### src/rtl/n_queen_solver.sv
// Parametrised N-queens backtracking solver: one try/backtrack step per clock,
// solutions streamed as N row indices over a valid/ready port.
module n_queen_solver #(
  parameter  int N  = 8,
  parameter  int CW = 20,
  localparam int RW = (N <= 2) ? 1 : $clog2(N)
) (
  input  logic          clk,
  input  logic          user_reset_n,
  input  logic          start,
  input  logic          find_all,
  output logic          ready,
  output logic          busy,
  output logic          done,
  output logic [RW-1:0] out_bus,
  output logic          out_valid,
  input  logic          out_ready,
  output logic          out_last,
  output logic [CW-1:0] sol_count
);
  localparam int DW = 2*N-1;

  typedef enum logic [2:0] {S_IDLE, S_PLACE, S_BACK, S_EMIT, S_DONE} state_t;

  state_t                  state_q, state_d;
  logic [RW-1:0]           c_q, c_d, k_q, k_d;
  logic [RW:0]             r_q, r_d;
  logic [N-1:0][RW-1:0]    pos_q, pos_d;
  logic [N-1:0]            row_used_q, row_used_d;
  logic [DW-1:0]           diag_a_q, diag_a_d, diag_b_q, diag_b_d;
  logic                    find_all_q, find_all_d;
  logic [CW-1:0]           sol_count_q, sol_count_d;

  logic [N-1:0]  cur_row_m, prv_row_m;
  logic [DW-1:0] cur_da_m, cur_db_m, prv_da_m, prv_db_m;
  logic [RW-1:0] prv_r, emit_bus;
  logic          safe;

  // One-hot masks for the candidate (r,c) and for the queen being lifted at c-1
  always_comb begin
    cur_row_m = '0; prv_row_m = '0;
    cur_da_m  = '0; cur_db_m  = '0;
    prv_da_m  = '0; prv_db_m  = '0;
    prv_r     = '0; emit_bus  = '0;
    for (int j = 0; j < N; j++) begin
      if (j == int'(c_q) - 1) prv_r = pos_q[j];
      if (j == int'(k_q))     emit_bus = pos_q[j];
    end
    for (int i = 0; i < N; i++) begin
      cur_row_m[i] = (int'(r_q) == i);
      prv_row_m[i] = (int'(prv_r) == i);
    end
    for (int i = 0; i < DW; i++) begin
      cur_da_m[i] = (int'(r_q) + int'(c_q) == i);
      cur_db_m[i] = (int'(r_q) - int'(c_q) + N - 1 == i);
      prv_da_m[i] = (int'(prv_r) + int'(c_q) - 1 == i);
      prv_db_m[i] = (int'(prv_r) - int'(c_q) + 1 + N - 1 == i);
    end
    safe = ~|(row_used_q & cur_row_m) & ~|(diag_a_q & cur_da_m) & ~|(diag_b_q & cur_db_m);
  end

  always_comb begin
    state_d     = state_q;
    c_d         = c_q;
    r_d         = r_q;
    k_d         = k_q;
    pos_d       = pos_q;
    row_used_d  = row_used_q;
    diag_a_d    = diag_a_q;
    diag_b_d    = diag_b_q;
    find_all_d  = find_all_q;
    sol_count_d = sol_count_q;
    unique case (state_q)
      S_IDLE: if (start) begin
        find_all_d  = find_all;
        sol_count_d = '0;
        row_used_d  = '0;
        diag_a_d    = '0;
        diag_b_d    = '0;
        c_d         = '0;
        r_d         = '0;
        state_d     = S_PLACE;
      end
      S_PLACE: begin
        if (int'(r_q) == N) state_d = S_BACK;
        else if (!safe)     r_d = r_q + 1'b1;
        else begin
          for (int j = 0; j < N; j++)
            if (j == int'(c_q)) pos_d[j] = r_q[RW-1:0];
          if (int'(c_q) == N-1) begin
            // last column is never marked: the next try resumes right here
            if (sol_count_q != {CW{1'b1}}) sol_count_d = sol_count_q + 1'b1;
            k_d     = '0;
            state_d = S_EMIT;
          end else begin
            row_used_d = row_used_q | cur_row_m;
            diag_a_d   = diag_a_q | cur_da_m;
            diag_b_d   = diag_b_q | cur_db_m;
            c_d        = c_q + 1'b1;
            r_d        = '0;
          end
        end
      end
      S_BACK: begin
        if (c_q == '0) state_d = S_DONE;
        else begin
          row_used_d = row_used_q & ~prv_row_m;
          diag_a_d   = diag_a_q & ~prv_da_m;
          diag_b_d   = diag_b_q & ~prv_db_m;
          c_d        = c_q - 1'b1;
          r_d        = {1'b0, prv_r} + 1'b1;
          state_d    = S_PLACE;
        end
      end
      S_EMIT: if (out_ready) begin
        if (int'(k_q) == N-1) begin
          if (find_all_q) begin
            c_d     = RW'(N-1);
            r_d     = {1'b0, pos_q[N-1]} + 1'b1;
            state_d = S_PLACE;
          end else state_d = S_DONE;
        end else k_d = k_q + 1'b1;
      end
      S_DONE:  state_d = S_IDLE;
      default: state_d = S_IDLE;
    endcase
  end

  always_ff @(posedge clk or negedge user_reset_n) begin
    if (!user_reset_n) begin
      state_q     <= S_IDLE;
      c_q         <= '0;
      r_q         <= '0;
      k_q         <= '0;
      pos_q       <= '0;
      row_used_q  <= '0;
      diag_a_q    <= '0;
      diag_b_q    <= '0;
      find_all_q  <= 1'b0;
      sol_count_q <= '0;
    end else begin
      state_q     <= state_d;
      c_q         <= c_d;
      r_q         <= r_d;
      k_q         <= k_d;
      pos_q       <= pos_d;
      row_used_q  <= row_used_d;
      diag_a_q    <= diag_a_d;
      diag_b_q    <= diag_b_d;
      find_all_q  <= find_all_d;
      sol_count_q <= sol_count_d;
    end
  end

  assign ready     = (state_q == S_IDLE);
  assign busy      = (state_q == S_PLACE) || (state_q == S_BACK) || (state_q == S_EMIT);
  assign done      = (state_q == S_DONE);
  assign out_valid = (state_q == S_EMIT);
  assign out_last  = out_valid && (int'(k_q) == N-1);
  assign out_bus   = out_valid ? emit_bus : '0;
  assign sol_count = sol_count_q;
endmodule
### config.mk
export PLATFORM = sky130hd
export DESIGN_NAME = n_queen_solver
export DESIGN_NICKNAME = d
export VERILOG_FILES = /design/src/rtl/n_queen_solver.sv
export SDC_FILE = /design/constraint.sdc
export NUM_CORES = 1
export LEC_CHECK = 0
export ABC_CLOCK_PERIOD_IN_PS = 4600
export BUFFER_PORTS_ARGS = -buffer_cell sky130_fd_sc_hd__clkbuf_2
export CORE_MARGIN = 3
export CORE_UTILIZATION = 40
export DETAILED_ROUTE_END_ITERATION = 10
export GPL_TIMING_DRIVEN = 1
export HOLD_SLACK_MARGIN = 0.02
export PLACE_DENSITY_LB_ADDON = 0.05
export SLEW_MARGIN = 20
export SYNTH_ARGS = -nofsm -noshare
export SYNTH_HDL_FRONTEND = slang
export SYNTH_SLANG_ARGS = --single-unit
### constraint.sdc
create_clock -name clk -period 4.6 [get_ports clk]
set_input_delay 0.23 -clock clk [delete_from_list [all_inputs] [get_ports clk]]
set_output_delay 0.23 -clock clk [all_outputs]
set_load 0.005 [all_outputs]
==> summary.log <==
[status] run status complete, no violations
[synth] net count after synthesis 814
[cells_and_area] proportion of layout cells with a drive suffix above 1 15.5%
[setup_path] crit path buf inv count 2
[setup_path] cell family with the largest share of critical-path delay simple AND/OR/NAND/NOR gates
[clock_network] root cell of the clock tree clkbuf_16
[synth] sequential share of the synthesized area 35.0%
[setup_path] cells along the critical path buf_4, ha_1, fa_1, xor2_1, a22oi_1, nor3b_1, mux2i_1, nand4_2, a21oi_2, nand3_1, buf_12, nor4b_1, a2bb2oi_1
[clock_network] number of gates resized after cts 0
[clock_network] clock tree buffer depth 2
[clock_network] clock-pin slew reported for the worst setup and hold paths after clock tree synthesis 80 ps
[global_routing] number of antenna violations at the first check in global routing 0
[sta] Finish-stage setup viols 0
[setup_path] biggest fanout along the worst timing path 29
[sta] Max Clock Skew 11.7 ps
[run] Max-Cap Viols 0
[placed_design] setup slack after placement 465 ps
[setup_path] cell at the slowest stage of the critical path fa_1
[die] DIE HEIGHT 137 um
[sta] transition time at the pin with the least slew margin 849 ps
[synth] register bit total from synthesis 96
[pwr] total power draw 1.75 mW
[setup_path] category of the worst setup path launch point flop
[pwr] total leakage power 3.19 nW
[global_routing] overall track demand over capacity in global routing 22.4%
[global_routing] vias in the first global route 6009
[route] violation count after the first detailed-route iteration 440
[route] Detailed Routing Iterations Pass 1 7
[sta] maximum achievable frequency 240 MHz
[global_routing] total grt overflow 0
[route] DRC Markers 0
[global_routing] wire length of the first global-routing pass 33.0 mm
[die] floorplan die area 0.0188 mm2
[sta] crit path time final 4170 ps
[die] starting density of the core 41.1%
[cells_and_area] number of filler instances in the final layout 1632
[synth] Syn Std Cell Area 0.00687 mm2
[clock_network] Clock H-tree levels 3
[clock_network] number of buffers inserted for hold repair after clock tree synthesis 1
[die] number of rows created at floorplan 47
[clock_network] TritonCTS Buffers 9
[synth] Post-Syn Area per Cell 8.81 um2
[synth] share of synthesized flip-flops with an asynchronous set or reset 100%
[cells_and_area] footprint of the multi-input gates 0.00416 mm2
[route] Final Routed Wirelength 20.2 mm
[setup_path] Slowest Stage Delay on Critical Path 460 ps
[cells_and_area] most common cell after layout, fill and taps aside dfrtp_1
[route] average wire length per cell after detail routing 19.7 um
[synth] synthesis warning total 0
[sta] headroom to the max-slew limit 42.9%
[cells_and_area] area taken by flip-flops and latches 0.00240 mm2
[setup_path] data arrival at the endpoint of the critical path 4450 ps
[pwr] total power divided by cell area 229 mW/mm2
[sta] Fin. Hold Viols 0
[setup_path] kind of end point of the critical path flop
[die] CORE AREA 0.0167 mm2
[clock_network] clock tree from TritonCTS yes
[sta] unrepaired setup endpoints after global routing no
[setup_path] CP required 4880 ps
[pwr] worst vdd rail ir drop 0.000173 V
[die] I/O pin count 33
[route] vias per inst 6.05
[route] total number of vias 6200
[clock_network] number of setup buffers added after CTS 0
[cells_and_area] utilization after layout 45.7%
[placed_design] last weighted congestion value of the routability-driven placer 0.908
[sta] final worst hold slack 91.9 ps
[placed_design] estimated wirelength of the detail-placed design 14.8 mm
[synth] prevailing post-synth register cell dfrtp_1
[cells_and_area] antenna fix cells 0
[clock_network] Clock Sink Count 96
[cells_and_area] commonest cells after routing, fill and taps aside 96 x dfrtp_1, 78 x nand2_1, 64 x o21ai_0
[sta] final slew viol count 0
[synth] number of enable flip-flop cells after synthesis 0
[sta] final sum of negative setup slack 0 ps
[synth] unique cell type count in the Yosys netlist 76
[setup_path] Setup Crit Path Kind flop to flop
[clock_network] clock insertion delay at the later pin of the skew report 360 ps
[cells_and_area] Area Overhead vs Synth 11.2%
[global_routing] largest net degree at the start of global routing 55
[synth] cells after synthesis 779
[min_path] Min-Delay Path Class primary input to flop
[sta] slack of the critical path 429 ps
[route] number of nets with antenna violations after detailed routing 0
[die] die span in x 137 um
[cells_and_area] net total in the final layout 835
[placed_design] number of buffers inserted by port buffering 32
[sta] post-route fraction of the period consumed by the critical path 90.7%
[per-layer routing]
layer	share of wire (%)	track usage [%]	up-vias
met2	45	34.4	159
met5	0	0	-
li1	-	-	2957
met1	49	32.1	3060
met3	4.3	3.27	24
met4	2.0	7.71	0
[worst reg2reg max path, cell delays in order, from the launching register on]
cell	delay [ps]
dfrtp_1	390
buf_4	220
ha_1	270
fa_1	460
xor2_1	270
a22oi_1	440
nor3b_1	110
mux2i_1	200
nand4_2	190
a21oi_2	280
nand3_1	420
buf_12	320
nor4b_1	360
a2bb2oi_1	180
[cell usage after synthesis (all sizes together) (4+ instances only)]
library cell	instances	area (um2)
o21ai	67	335
fa	5	100
o31ai	11	87.6
a22o	4	35.0
a22oi	12	90.1
buf	14	71.3
and2	4	25.0
nand3b	4	30.0
mux2i	14	140
nor4b	4	35.0
nand4	14	100
nor3	21	116
xnor2	11	115
nand2	78	293
dfrtp	96	2400
ha	25	313
a211o	4	35.0
a21oi	46	245
nor2b	7	43.8
o22a	14	123
o22ai	4	25.0
clkbuf	30	113
nor4	24	190
nand3	25	130
o211ai	6	50.1
o41ai	4	35.0
a31oi	17	106
and3	11	68.8
mux2	33	372
or4	9	75.1
inv	31	116
or3	11	68.8
nand2b	9	56.3
a2bb2oi	18	158
a21o	6	52.6
nor2	53	199
[worst paths after layout]
kind | start | to | slack, ps | depth (start not counted)
worst max-delay path | c_q[0] | diag_a_q[12] | 430 | 13
worst min-delay path | find_all | find_all_q | 90 | 2
worst max register to register | c_q[0] | diag_a_q[12] | 430 | 13
worst min register to register | diag_b_q[14] | diag_b_q[14] | 520 | 1
max in group asynchronous | user_reset_n | pos_q[8] | 3080 | 3
min in group asynchronous | user_reset_n | sol_count[13] | 390 | 2
[stage by stage]
stage               instance area, um2  cells
global route                      7630   1025
floorplan                         6870    779
detailed placement                7290   1008
global placement                  7290   1008
CTS                               7630   1025
finish                            7630   1025
[kinds of logic after synthesis]
group / after synthesis / synth area share, %
flops: 96 / 35.0
simple gates: 281 / 21.6
fa+ha+maj: 30 / 6.01
xor+xnor: 14 / 2.06
buf+inv: 76 / 4.43
mux: 48 / 7.78
compound gates: 234 / 23.1
[cell type report]
cell class              count  share of cell area [%]
well taps                 220                    3.61
inverters                  32                    1.57
flip-flops and latches     96                    31.5
clock inverters             7                    1.43
repair buffers             54                    4.49
clock buffers               9                    2.95
multi-input cells         607                    54.5
[registers in the layout, indices dropped and copies added, names as in the netlist, 3 cells and up]
| name | count |
|---|---|
| diag_a_q | 15 |
| sol_count | 20 |
| state_q | 3 |
| k_q | 3 |
| row_used_q | 8 |
| pos_q | 24 |
| diag_b_q | 15 |
| c_q | 3 |
| r_q | 4 |
[power by group]
part | internal, mW | switching [mW] | total (mW)
clock network | 0.490 | 0.376 | 0.866
logic | 0.00798 | 0.0221 | 0.0301
registers | 0.847 | 0.00489 | 0.852
Power figures use the tool's default switching activity.
